==> config.mk <==
export PLATFORM = sky130hd
export DESIGN_NAME = cache_controller
export DESIGN_NICKNAME = d
export VERILOG_FILES = /design/src/rtl/cache_controller.sv
export SDC_FILE = /design/constraint.sdc
export NUM_CORES = 1
export LEC_CHECK = 0
export BUFFER_PORTS_ARGS = -buffer_cell sky130_fd_sc_hd__buf_2
export CORE_AREA = 3 3 122 124
export CTS_BUF_LIST = sky130_fd_sc_hd__clkbuf_4
export DETAILED_ROUTE_END_ITERATION = 7
export DIE_AREA = 0 0 125 127
export GPL_ROUTABILITY_DRIVEN = 1
export PLACE_DENSITY = 0.5
export SYNTH_ARGS = -nofsm -noshare
export SYNTH_HDL_FRONTEND = slang
export SYNTH_SLANG_ARGS = --single-unit
==> constraint.sdc <==
create_clock -name clk -period 3.1 [get_ports clk]
set_input_delay 0.62 -clock clk [delete_from_list [all_inputs] [get_ports clk]]
set_output_delay 0.62 -clock clk [all_outputs]
set_load 0.02 [all_outputs]
==> src/rtl/cache_controller.sv <==
`default_nettype none
// ============================================================================
// Module   : cache_controller
// Purpose  : Sequencing controller between the MEM stage and the SRAM
//            controller for the 2-way, 64-set, 64-bit-line data cache.
//            Reads are served on a hit or filled on a miss; writes are
//            write-through and do not allocate. Define ARM_CACHE_EN to
//            enable the cache. Without it, every access bypasses to SRAM.
// Revision : 1.0 - initial release
// ============================================================================
module cache_controller #(
    parameter int ADDR_BASE = 1024
) (
    input  logic        clk,
    input  logic        rst,
    input  logic        mem_r_en,
    input  logic        mem_w_en,
    input  logic [31:0] address,
    input  logic [31:0] wdata,
    output logic [31:0] rdata,
    output logic        ready,
    output logic [18:0] cache_address,
    output logic [31:0] cache_wdata,
    output logic        cache_w_en,
    output logic        invalidate,
    output logic        change_LRU,
    input  logic        hit,
    input  logic [31:0] cache_rdata,
    output logic [31:0] sram_address,
    output logic [31:0] sram_wdata,
    output logic        sram_r_en,
    output logic        sram_w_en,
    input  logic [63:0] sram_rdata,
    input  logic        sram_ready
);

    localparam logic [31:0] c_addr_base = 32'(ADDR_BASE);

    typedef enum logic [2:0] {
        S_IDLE    = 3'd0,
        S_RD_WAIT = 3'd1,
        S_FILL_LO = 3'd2,
        S_FILL_HI = 3'd3,
        S_WR_WAIT = 3'd4
    } state_t;

    state_t      r_state;
    logic [31:0] w_offset;
    logic        w_hit;

    assign w_offset     = address - c_addr_base;
    assign sram_address = w_offset;
    assign sram_wdata   = wdata;

`ifdef ARM_CACHE_EN
    localparam state_t c_rd_done = S_FILL_LO;
    logic [63:0] r_line;
    assign w_hit = hit;
`else
    localparam state_t c_rd_done = S_IDLE;
    logic w_unused_bypass;
    assign w_hit           = 1'b0;
    assign w_unused_bypass = hit;
`endif

    always_ff @(posedge clk or negedge rst) begin
        if (!rst) begin
            r_state <= S_IDLE;
`ifdef ARM_CACHE_EN
            r_line  <= '0;
`endif
        end else begin
            case (r_state)
                S_IDLE: begin
                    // The write path wins when both requests are raised.
                    if (mem_w_en)
                        r_state <= S_WR_WAIT;
                    else if (mem_r_en && !w_hit)
                        r_state <= S_RD_WAIT;
                end
                S_RD_WAIT: begin
                    if (sram_ready) begin
                        r_state <= c_rd_done;
`ifdef ARM_CACHE_EN
                        r_line  <= sram_rdata;
`endif
                    end
                end
                S_FILL_LO: r_state <= S_FILL_HI;
                S_FILL_HI: r_state <= S_IDLE;
                S_WR_WAIT: begin
                    if (sram_ready)
                        r_state <= S_IDLE;
                end
                default:   r_state <= S_IDLE;
            endcase
        end
    end

    always_comb begin
        ready         = 1'b0;
        rdata         = '0;
        cache_address = w_offset[18:0];
        cache_wdata   = '0;
        cache_w_en    = 1'b0;
        invalidate    = 1'b0;
        change_LRU    = 1'b0;
        sram_r_en     = 1'b0;
        sram_w_en     = 1'b0;
        // Held in reset the pipeline must not stall and nothing may be issued.
        if (!rst) begin
            ready = 1'b1;
        end else begin
            case (r_state)
                S_IDLE: begin
                    if (mem_w_en) begin
                        invalidate = w_hit;
                    end else if (mem_r_en) begin
                        ready = w_hit;
                        if (w_hit)
                            rdata = cache_rdata;
                    end else begin
                        ready = 1'b1;
                    end
                end
                S_RD_WAIT: begin
                    sram_r_en = 1'b1;
`ifndef ARM_CACHE_EN
                    if (sram_ready) begin
                        ready = 1'b1;
                        rdata = address[2] ? sram_rdata[63:32] : sram_rdata[31:0];
                    end
`endif
                end
`ifdef ARM_CACHE_EN
                S_FILL_LO: begin
                    cache_w_en       = 1'b1;
                    cache_wdata      = r_line[31:0];
                    cache_address[2] = 1'b0;
                end
                S_FILL_HI: begin
                    cache_w_en       = 1'b1;
                    change_LRU       = 1'b1;
                    cache_wdata      = r_line[63:32];
                    cache_address[2] = 1'b1;
                    ready            = 1'b1;
                    rdata            = address[2] ? r_line[63:32] : r_line[31:0];
                end
`endif
                S_WR_WAIT: begin
                    sram_w_en = 1'b1;
                    ready     = sram_ready;
                end
                default: ;
            endcase
        end
    end

endmodule
`default_nettype wire

==> results.cfg <==
[clocking]
number_of_buffers_created_by_cts = 3
numClockSinks = 3
max-clock-path-buffers = 2
cts.htree.levels = 1
postCtsSetupBuffers = 0
post_cts.resized_instances = 0
worst_skew_pair.late_latency_ns = 0.24
cell_at_the_root_of_the_clock_tree = clkbuf_4
clkSlewWorstSetupHoldPaths_ns = 0.04
tritoncts = built
holdBufCountCts = 0

[power]
static-leakage-power_nw = 1.33
power_density_nw_per_um2 = 196
ir_worst_vdd_mv = 0.0674

[die]
design.portCount = 319
initial_utilization_pct = 13.0
die_area_um2 = 15900
die_boundary_width_um = 125
core_um2 = 13900
die_h_um = 127
placementRows = 43

[timing]
maxSlewHeadroom_pct = 64.0
portion_of_the_clock_cycle_consumed_by_the_worst_path_in_the_final_layout_pct = 92.0
tightestPinTransition_ns = 0.540
final_setup_skew_ns = 0.00336
setup_total_negative_slack_ns = 0
unrepaired_setup_endpoints_after_global_routing = false
setup_violations = 0
timing_max_transition_violations_final = 0
post_layout_min_period_ns = 2.85
maxClockFrequency_mhz = 350
number_of_endpoints_with_negative_hold_slack_in_the_final_report = 0

[synth]
syn_avg_cell_area_um2 = 7.37
post_synth_inst_count = 244
synth.yosys.seq_area_share_pct = 4.17
netlist_area_um2 = 1800
synth.yosys.warnings = 0
synth_edf_count = 0
synth-main-ff-cell = dfrtp_1
ys_types = 36
synth-seq-cells = 3
async_reset_ff_share_pct = 100

[layout]
postLayoutCellArea_um2 = 2250
antenna-diode-count = 0
drive_gt1_share_pct = 51.3
largest_register_ffs = 3
layout_area_growth_over_synthesis_pct = 25.2
fin_nets = 509
biggest_regs = r_state x3
top_register = r_state

[critical_path]
critPathLaunchType = input port
cp.arrival_ns = 2.23
crit_path_max_fanout = 4
crit_path_end = sram_address[28]
critPathRequiredTime_ns = 2.48
setup.worst_path.start = address[10]
end_kind = output port
setup.reg_to_reg.worst_slack_ns = 2.15
worst_r2r_path_depth = 3
worst-setup-path-type = input port to output port
r2r-start = r_state[1]
rr_endpoint = r_state[0]

[grt]
antenna_violations_before_repair = 0
grt_util_all_layers_pct = 5.50
grt_pass1_vias = 1514
grt-ovfl-total = 0
pin_count_of_the_biggest_net_entering_global_routing = 35
grt_pass1_wl_um = 7480

[run_status]
result_of_the_run = finished, final reports clean

[route]
drtIter0Drc = 57
dr.pass1.iters = 4
detailroute.via_count = 1709
routed_wire_length_per_instance_um = 9.87
viasPerCell = 3.28
final_antenna_net_count = 0
routed_wirelength_um = 5140
drc = 0

[placed_design]
post-dp-hpwl_um = 4570
routability_congestion_estimate_from_global_placement = 0.726
placement.cell_area_um2 = 2220
portBuffers = 159

[run]
drv.max_cap_violation_count = 0

[min_path]
hold_path_class = input port to asynchronous set/reset pin
-- stage by stage --
| step | utilization, % | power (mW) | std cells | setup slack [ns] | hold WS [ns] |
|---|---|---|---|---|---|
| 2_1_floorplan | - | 0.378 | 278 | 0.266 | 0.324 |
| 3_3_place_gp | 16.0 | 0.363 | 517 | 0.269 | 0.437 |
| 3_5_place_dp | 16.0 | 0.364 | 517 | 0.244 | 0.441 |
| 4_1_cts | 16.2 | 0.447 | 521 | 0.227 | 0.184 |
| 5_1_grt | 16.2 | 0.478 | 521 | 0.0417 | 0.186 |
| 6_report | 16.2 | 0.442 | 521 | 0.247 | 0.185 |
-- cell families (layout without fill, tap and decap cells) --
| family | count (synthesis) | count (layout) | share of synthesized area [%] |
|---|---|---|---|
| buffers and inverters | 108 | 171 | 42.6 |
| and+or+nand+nor | 73 | 73 | 22.9 |
| muxes | 32 | 32 | 17.8 |
| xor gates and xnor gates | 18 | 18 | 8.76 |
| AOI/OAI and AO/OA | 8 | 8 | 2.85 |
| DFF | 3 | 3 | 4.17 |
| adders and majority gates | 1 | 1 | 0.695 |
| other | 1 | 35 | 0.208 |
-- how the worst min path moves through the flow --
stage | start | endpoint | slack, ns | cells past startpoint
3_3_place_gp | rst | r_state[2] | 0.44 | 1
5_1_grt | rst | r_state[2] | 0.19 | 1
2_1_floorplan | rst | r_state[0] | 0.32 | 0
4_1_cts | rst | r_state[2] | 0.18 | 1
3_5_place_dp | rst | r_state[2] | 0.44 | 1
6_report | rst | r_state[2] | 0.19 | 1
-- layout make-up --
class	instances	area [µm²]
Fill cell	1627	11600
Multi-Input combinational cell	167	1080
Timing Repair Buffer	162	818
Tap cell	180	225
Sequential cell	3	75.1
Clock buffer	4	30.0
Inverter	5	18.8
-- critical path, stage by stage --
cell      delay [ns]
buf_2           0.12
inv_1           0.08
ha_1            0.18
nor3b_1         0.37
nand4b_1        0.27
nor4_2          0.24
xor2_1          0.17
buf_2           0.18
-- where the power goes --
group / leakage, nW / switching, mW / internal [mW] / total [mW]
clock: 0.0184 / 0.0227 / 0.0571 / 0.0798
combinational: 1.27 / 0.188 / 0.116 / 0.303
sequential: 0.0391 / 0.0125 / 0.0461 / 0.0586
-- synth_stat cells, drive strengths merged (2+ instances only) --
library cell	instances	area, µm²
mux2i	32	320
nand4b	2	32.5
xor2	14	123
clkbuf	3	11.3
nor2	41	156
or4	2	18.8
nor4	6	80.1
nand2	9	33.8
o21ai	3	15.0
xnor2	4	35.0
or3	2	17.5
dfrtp	3	75.1
nor3	5	25.0
inv	5	18.8
buf	100	737
-- layer usage --
| layer | up-vias | routed length [µm] | share of wire, % | GRT usage, % |
|---|---|---|---|---|
| li1 | 862 | - | - | - |
| met1 | 717 | 1850 | 36 | 6.27 |
| met2 | 115 | 2630 | 51 | 9.97 |
| met3 | 15 | 586 | 11 | 1.46 |
| met4 | 0 | 84 | 1.6 | 1.85 |
| met5 | - | 0 | 0 | 0 |
-- cell usage in the layout (no fill, tap or decap), drive strengths merged, types with 2 or more instances in the layout --
cell type	Yosys	final
buf	100	162
nor2	41	41
conb	1	35
mux2i	32	32
xor2	14	14
nand2	9	9
nor4	6	6
inv	5	5
nor3	5	5
xnor2	4	4
clkbuf	3	4
o21ai	3	3
dfrtp	3	3
nand4b	2	2
or3	2	2
or4	2	2
Note: power is estimated with default switching activity, not from simulation.
